==> src/rtl/disp2depth_pipe_ctrl.sv <==
// Flow control wrapper around an external disparity-to-depth pipeline: sideband delay line,
// first-word fall-through output FIFO, invalid-disparity marking and per-frame zero count.
module disp2depth_pipe_ctrl #(
    parameter int DISP_WIDTH  = 8,
    parameter int DEPTH_WIDTH = 16,
    parameter int PIPE_LAT    = 4,
    parameter int FIFO_DEPTH  = 8
) (
    input  logic                   clk,
    input  logic                   rst,
    input  logic                   s_valid,
    output logic                   s_ready,
    input  logic [DISP_WIDTH-1:0]  s_disp,
    input  logic                   s_sof,
    input  logic                   s_eol,
    output logic                   o_aclken,
    output logic [DISP_WIDTH-1:0]  o_pipe_din,
    input  logic [DEPTH_WIDTH-1:0] i_pipe_dout,
    output logic                   m_valid,
    input  logic                   m_ready,
    output logic [DEPTH_WIDTH-1:0] m_depth,
    output logic                   m_sof,
    output logic                   m_eol,
    output logic                   m_inval,
    output logic [15:0]            o_zero_cnt
);

    localparam int AW = $clog2(FIFO_DEPTH);
    localparam int CW = AW + 1;
    localparam int EW = DEPTH_WIDTH + 3;

    function automatic logic [15:0] sat_inc(input logic [15:0] v);
        return (v == 16'hFFFF) ? v : v + 16'd1;
    endfunction

    logic                accept;
    logic                push;
    logic                pop;
    logic [CW-1:0]       fifo_count;
    logic [AW-1:0]       wr_ptr;
    logic [AW-1:0]       rd_ptr;
    logic [EW-1:0]       mem [FIFO_DEPTH];
    logic [EW-1:0]       push_entry;
    logic [EW-1:0]       head;
    logic [DEPTH_WIDTH-1:0] push_depth;
    logic [PIPE_LAT-1:0] vld_p;
    logic [PIPE_LAT-1:0] sof_p;
    logic [PIPE_LAT-1:0] eol_p;
    logic [PIPE_LAT-1:0] zero_p;

    assign o_aclken   = (fifo_count < CW'(FIFO_DEPTH));
    assign s_ready    = o_aclken;
    assign accept     = s_valid & s_ready;
    assign o_pipe_din = s_disp;

    // Sideband delay line: advances only with the external pipeline's clock enable
    always_ff @(posedge clk) begin
        if (rst) begin
            vld_p  <= '0;
            sof_p  <= '0;
            eol_p  <= '0;
            zero_p <= '0;
        end else if (o_aclken) begin
            for (int i = PIPE_LAT - 1; i > 0; i--) begin
                vld_p[i]  <= vld_p[i-1];
                sof_p[i]  <= sof_p[i-1];
                eol_p[i]  <= eol_p[i-1];
                zero_p[i] <= zero_p[i-1];
            end
            vld_p[0]  <= accept;
            sof_p[0]  <= s_sof;
            eol_p[0]  <= s_eol;
            zero_p[0] <= (s_disp == '0);
        end
    end

    // Tail of the delay line describes i_pipe_dout this cycle
    assign push       = o_aclken & vld_p[PIPE_LAT-1];
    assign pop        = m_valid & m_ready;
    assign push_depth = zero_p[PIPE_LAT-1] ? '1 : i_pipe_dout;
    assign push_entry = {push_depth, sof_p[PIPE_LAT-1], eol_p[PIPE_LAT-1], zero_p[PIPE_LAT-1]};

    always_ff @(posedge clk) begin
        if (rst) begin
            wr_ptr     <= '0;
            rd_ptr     <= '0;
            fifo_count <= '0;
        end else begin
            if (push) wr_ptr <= wr_ptr + AW'(1);
            if (pop)  rd_ptr <= rd_ptr + AW'(1);
            case ({push, pop})
                2'b10:   fifo_count <= fifo_count + CW'(1);
                2'b01:   fifo_count <= fifo_count - CW'(1);
                default: fifo_count <= fifo_count;
            endcase
        end
    end

    always_ff @(posedge clk) begin
        if (push) mem[wr_ptr] <= push_entry;
    end

    // Head is masked while empty so nothing stale ever shows on m_*
    assign head    = mem[rd_ptr];
    assign m_valid = (fifo_count != '0);
    assign m_depth = m_valid ? head[EW-1:3] : '0;
    assign m_sof   = m_valid & head[2];
    assign m_eol   = m_valid & head[1];
    assign m_inval = m_valid & head[0];

    always_ff @(posedge clk) begin
        if (rst) begin
            o_zero_cnt <= '0;
        end else if (accept) begin
            if (s_sof)
                o_zero_cnt <= (s_disp == '0) ? 16'd1 : 16'd0;
            else if (s_disp == '0)
                o_zero_cnt <= sat_inc(o_zero_cnt);
        end
    end

endmodule
==> config.mk <==
export PLATFORM = sky130hd
export DESIGN_NAME = disp2depth_pipe_ctrl
export DESIGN_NICKNAME = d
export VERILOG_FILES = /design/src/rtl/disp2depth_pipe_ctrl.sv
export SDC_FILE = /design/constraint.sdc
export NUM_CORES = 1
export LEC_CHECK = 0
export ABC_AREA = 1
export ABC_CLOCK_PERIOD_IN_PS = 3680
export CAP_MARGIN = 20
export CORE_MARGIN = 2
export CORE_UTILIZATION = 62
export DETAILED_ROUTE_END_ITERATION = 6
export PLACE_DENSITY_LB_ADDON = 0.3
export SETUP_SLACK_MARGIN = 0.05
export SLEW_MARGIN = 20
export SYNTH_ARGS = -nofsm -noshare
export SYNTH_HDL_FRONTEND = slang
export SYNTH_SLANG_ARGS = --single-unit
==> constraint.sdc <==
create_clock -name clk -period 3.68 [get_ports clk]
set_clock_uncertainty 0.2 [all_clocks]
set_input_delay 0.552 -clock clk [delete_from_list [all_inputs] [get_ports clk]]
set_output_delay 0.552 -clock clk [all_outputs]
set_load 0.03 [all_outputs]
==> results summary <==
The sum of overflow across all layers after global routing is 0. The number of nets in the final layout came out at 936. The critical path in this run is classified as flip-flop to primary output. The initialized floorplan defines 42 standard-cell rows. The worst setup path is launched from a flip-flop.

The area share of the leading cell type in the synthesized netlist came out at ~54%. The number of gates resized after cts is 0. The fmax is between 200 and 300 MHz.

Counting distinct cell types in the post-synthesis netlist gives 26. In this run the critical register-to-register path is launched from fifo_count[3]. The worst hold path begins at vld_p[0]. The first-pass GRT wire length is just over 30 mm. Detailed routing inserted a total of roughly 6300 vias. Leaving out fill and tap cells, the most frequent cells in the layout are sky130_fd_sc_hd__nor2_1 (237), sky130_fd_sc_hd__edfxtp_1 (152), sky130_fd_sc_hd__nand2_1 (80).

The area growth from synthesis to layout is 16.8%. The area of the placeable core is about 13000 µm². The die covers 14600 µm². The transition time of the tightest slew-check pin is 0.962 ns. Leaving out fill and tap cells, the most frequent cell in the layout is sky130_fd_sc_hd__nor2_1. The final period demand of the worst path came out at between 3 and 4 ns. In this run the worst path has a maximum fanout of 53. The gate count of the mapped netlist came out at 844.

The vias per cell is 5.78. The initial detailed-routing violation count came out at roughly 710. In this run the mean area of a mapped cell was 10.0 µm². The maximum resistive drop on vdd is around 430 µV. STA puts the critical path data required time at approximately 2.9 ns.

The flow ran to the end, and the final reports show no timing, DRC or antenna violations. The destination of the worst register-to-register timing path is fifo_count[2]. The global-route usage over all layers came out at between 20% and 30%. Counting every net in the synthesized netlist gives 880. By area the synthesized netlist is led by sky130_fd_sc_hd__edfxtp_1 (54%), sky130_fd_sc_hd__dfxtp_1 (11%), sky130_fd_sc_hd__nor2_1 (11%). The summed negative setup slack over all endpoints came out at 0 ns. The data arrival time of the critical path is 2.59 ns. Summing the sequential cell areas from Yosys gives between 60% and 70% of the chip area. The final critical path takes up 90.9% of the cycle. The cell repeated most along the worst path is sky130_fd_sc_hd__nor2_1.

Post-CTS timing repair inserted 0 buffers for setup. The final critical-path setup slack came out at between 0.3 and 0.4 ns. Along the worst hold path, the cell count comes to 2. The number of nets with antenna violations after routing is 0. The number of max-slew violations in the final report came out at 0.

The clock latency reported for the late side of the worst-skew pair is roughly 0.42 ns. The vertical extent of the die came out at between 100 and 150 µm. The path with the worst hold slack has its endpoint at vld_p[0]. The total of endpoints with negative setup slack in the final report came out at 0.

The number of maximum-capacitance violations came out at 0. The remaining design rule violation count is 0. Clock tree synthesis found a total of slightly below 200 sinks.

After synthesis the netlist holds a flip-flop and latch count of 197. The depth of the worst register-to-register path is 14. Of the cells placed in the final design, the portion with a size suffix greater than 1 is 8.34%. The slowest stage of the critical path belongs to the cell sky130_fd_sc_hd__clkdlybuf4s50_1. The pre-CTS worst setup slack is 0.858 ns.

The via count of the first global-routing pass is roughly 6200. The total inserted antenna cells came out at 0. The total I/O pin count is between 70 and 80.

The number of cells after detailed placement came out at between 1000 and 1500. The total of buffers placed on input and output ports is 75. Setup repair after global routing left no endpoint under its margin. The total CTS buffers came out at 17. The final-report hold violation count came out at 0. The number of antenna violations at the first check in global routing was 0.

The number of hold buffers added after CTS was 0. The starting utilization of the core area is 63.6%. The stage delay of the slowest cell on the critical path came out at roughly 0.68 ns. The dominant cell type by area after synthesis is sky130_fd_sc_hd__edfxtp_1. The tree is rooted in a sky130_fd_sc_hd__clkbuf_16. The type of destination of the critical path is a primary output.

TritonCTS built the clock tree. The sum of routed wire length over all layers is 19.0 mm. The buffer levels on the longest clock path came out at 2. The headroom to the max-slew limit came out at 35.8%.

After clock tree synthesis, the clock-pin slew on the worst setup and hold paths is approximately 0.060 ns. The iteration count of the initial detailed-routing pass came out at 5. Detailed placement ended at an HPWL of roughly 11 mm.

The signal on the critical path passes through buf_12 > o21ai_0 > o32ai_1 > nor2_1 > nor2_1 > clkdlybuf4s50_1. The synthesized area is about 8400 µm². The die boundary width is between 100 and 150 µm. The average detailed-routed wire length per instance came out at approximately 17 µm. The Yosys warning count is 0.

The number of standard cells in the final layout excluding fillers came out at about 1100. Entering global routing, the biggest net connects 77 pins. The leakage power came out at between 0.003 and 0.004 µW.

The last weighted congestion value of the routability-driven placer came out at 0.943. The total power of the final layout is just over 7000 µW. For flop-to-flop paths, the worst setup slack is roughly 1.1 ns. The power density of the placed cells is roughly 730 nW/µm². The worst hold-check path type is flip-flop to flip-flop.

The H-tree was split into 4 levels.
## registers in the layout, indices dropped and copies added, names as in the netlist, named ones only
| name | cells |
|---|---|
| mem | 152 |
| o_zero_cnt | 16 |
| eol_p | 4 |
| fifo_count | 4 |
| sof_p | 4 |
| vld_p | 4 |
| zero_p | 4 |
| rd_ptr | 3 |
| wr_ptr | 3 |
## synthesized netlist by cell type (all sizes together)
| cell type | number |
|---|---|
| a21oi | 18 |
| a31oi | 1 |
| buf | 32 |
| clkbuf | 22 |
| clkinv | 8 |
| dfxtp | 45 |
| edfxtp | 152 |
| ha | 6 |
| inv | 40 |
| nand2 | 80 |
| nand3 | 16 |
| nand4 | 19 |
| nor2 | 240 |
| nor3b | 1 |
| o21ai | 126 |
| o32ai | 19 |
| or2 | 16 |
| xnor2 | 2 |
| xor2 | 1 |
## worst max-delay path by stage
stage / startpoint / to / cells past startpoint
final: flip-flop / m_sof / 6
after global routing: flip-flop / m_sof / 6
after CTS: flip-flop / m_depth[6] / 6
after detailed placement: flip-flop / m_sof / 6
after global placement: flip-flop / m_depth[7] / 6
after floorplan: fifo_count[3] / mem[0][0] / 7
## stage by stage
step	hold WS [ns]	cell area [µm²]	util, %
2_1_floorplan	0.233	8450	-
3_3_place_gp	0.248	9300	70.0
3_5_place_dp	0.259	9300	70.0
4_1_cts	0.269	9870	74.2
5_1_grt	0.307	9870	74.2
6_report	0.271	9870	74.2
## cells by family after synthesis
kind of cell	synth area share [%]
AND/OR/NAND/NOR	18.1
flip-flops	64.7
AO/OA/AOI/OAI	10.6
buffers and inverters	5.43
adder cells (fa/ha/maj)	0.888
XOR/XNOR	0.311
## routing by layer
layer	GRT usage [%]	share of wire (%)	vias up
li1	-	-	2988
met4	11.3	2.6	0
met2	46.4	50	283
met5	0	0	-
met3	6.23	6.8	50
met1	33.6	40	2958
## where the power goes
part	leakage, µW	switching [µW]	internal [µW]	total (µW)
sequential	0.00174	152	2660	2810
combinational	0.00153	1700	944	2640
clock	0.000268	742	1050	1790
## layout make-up
class	count	area, µm²
tap	176	220
fill	894	3430
sequential	197	5470
multi-input combinational	545	2520
timing repair buffer	91	908
clock inverter	12	139
clock buffer	18	429
inverter	48	180
## worst max-delay path, delay by kind of cell (launching register included)
kind            cells  cell delay [ns]
buf+inv             2             0.97
flops               1             0.59
compound gates      2             0.35
simple gates        2             0.20
No activity file was read; power rests on OpenSTA's default activity.
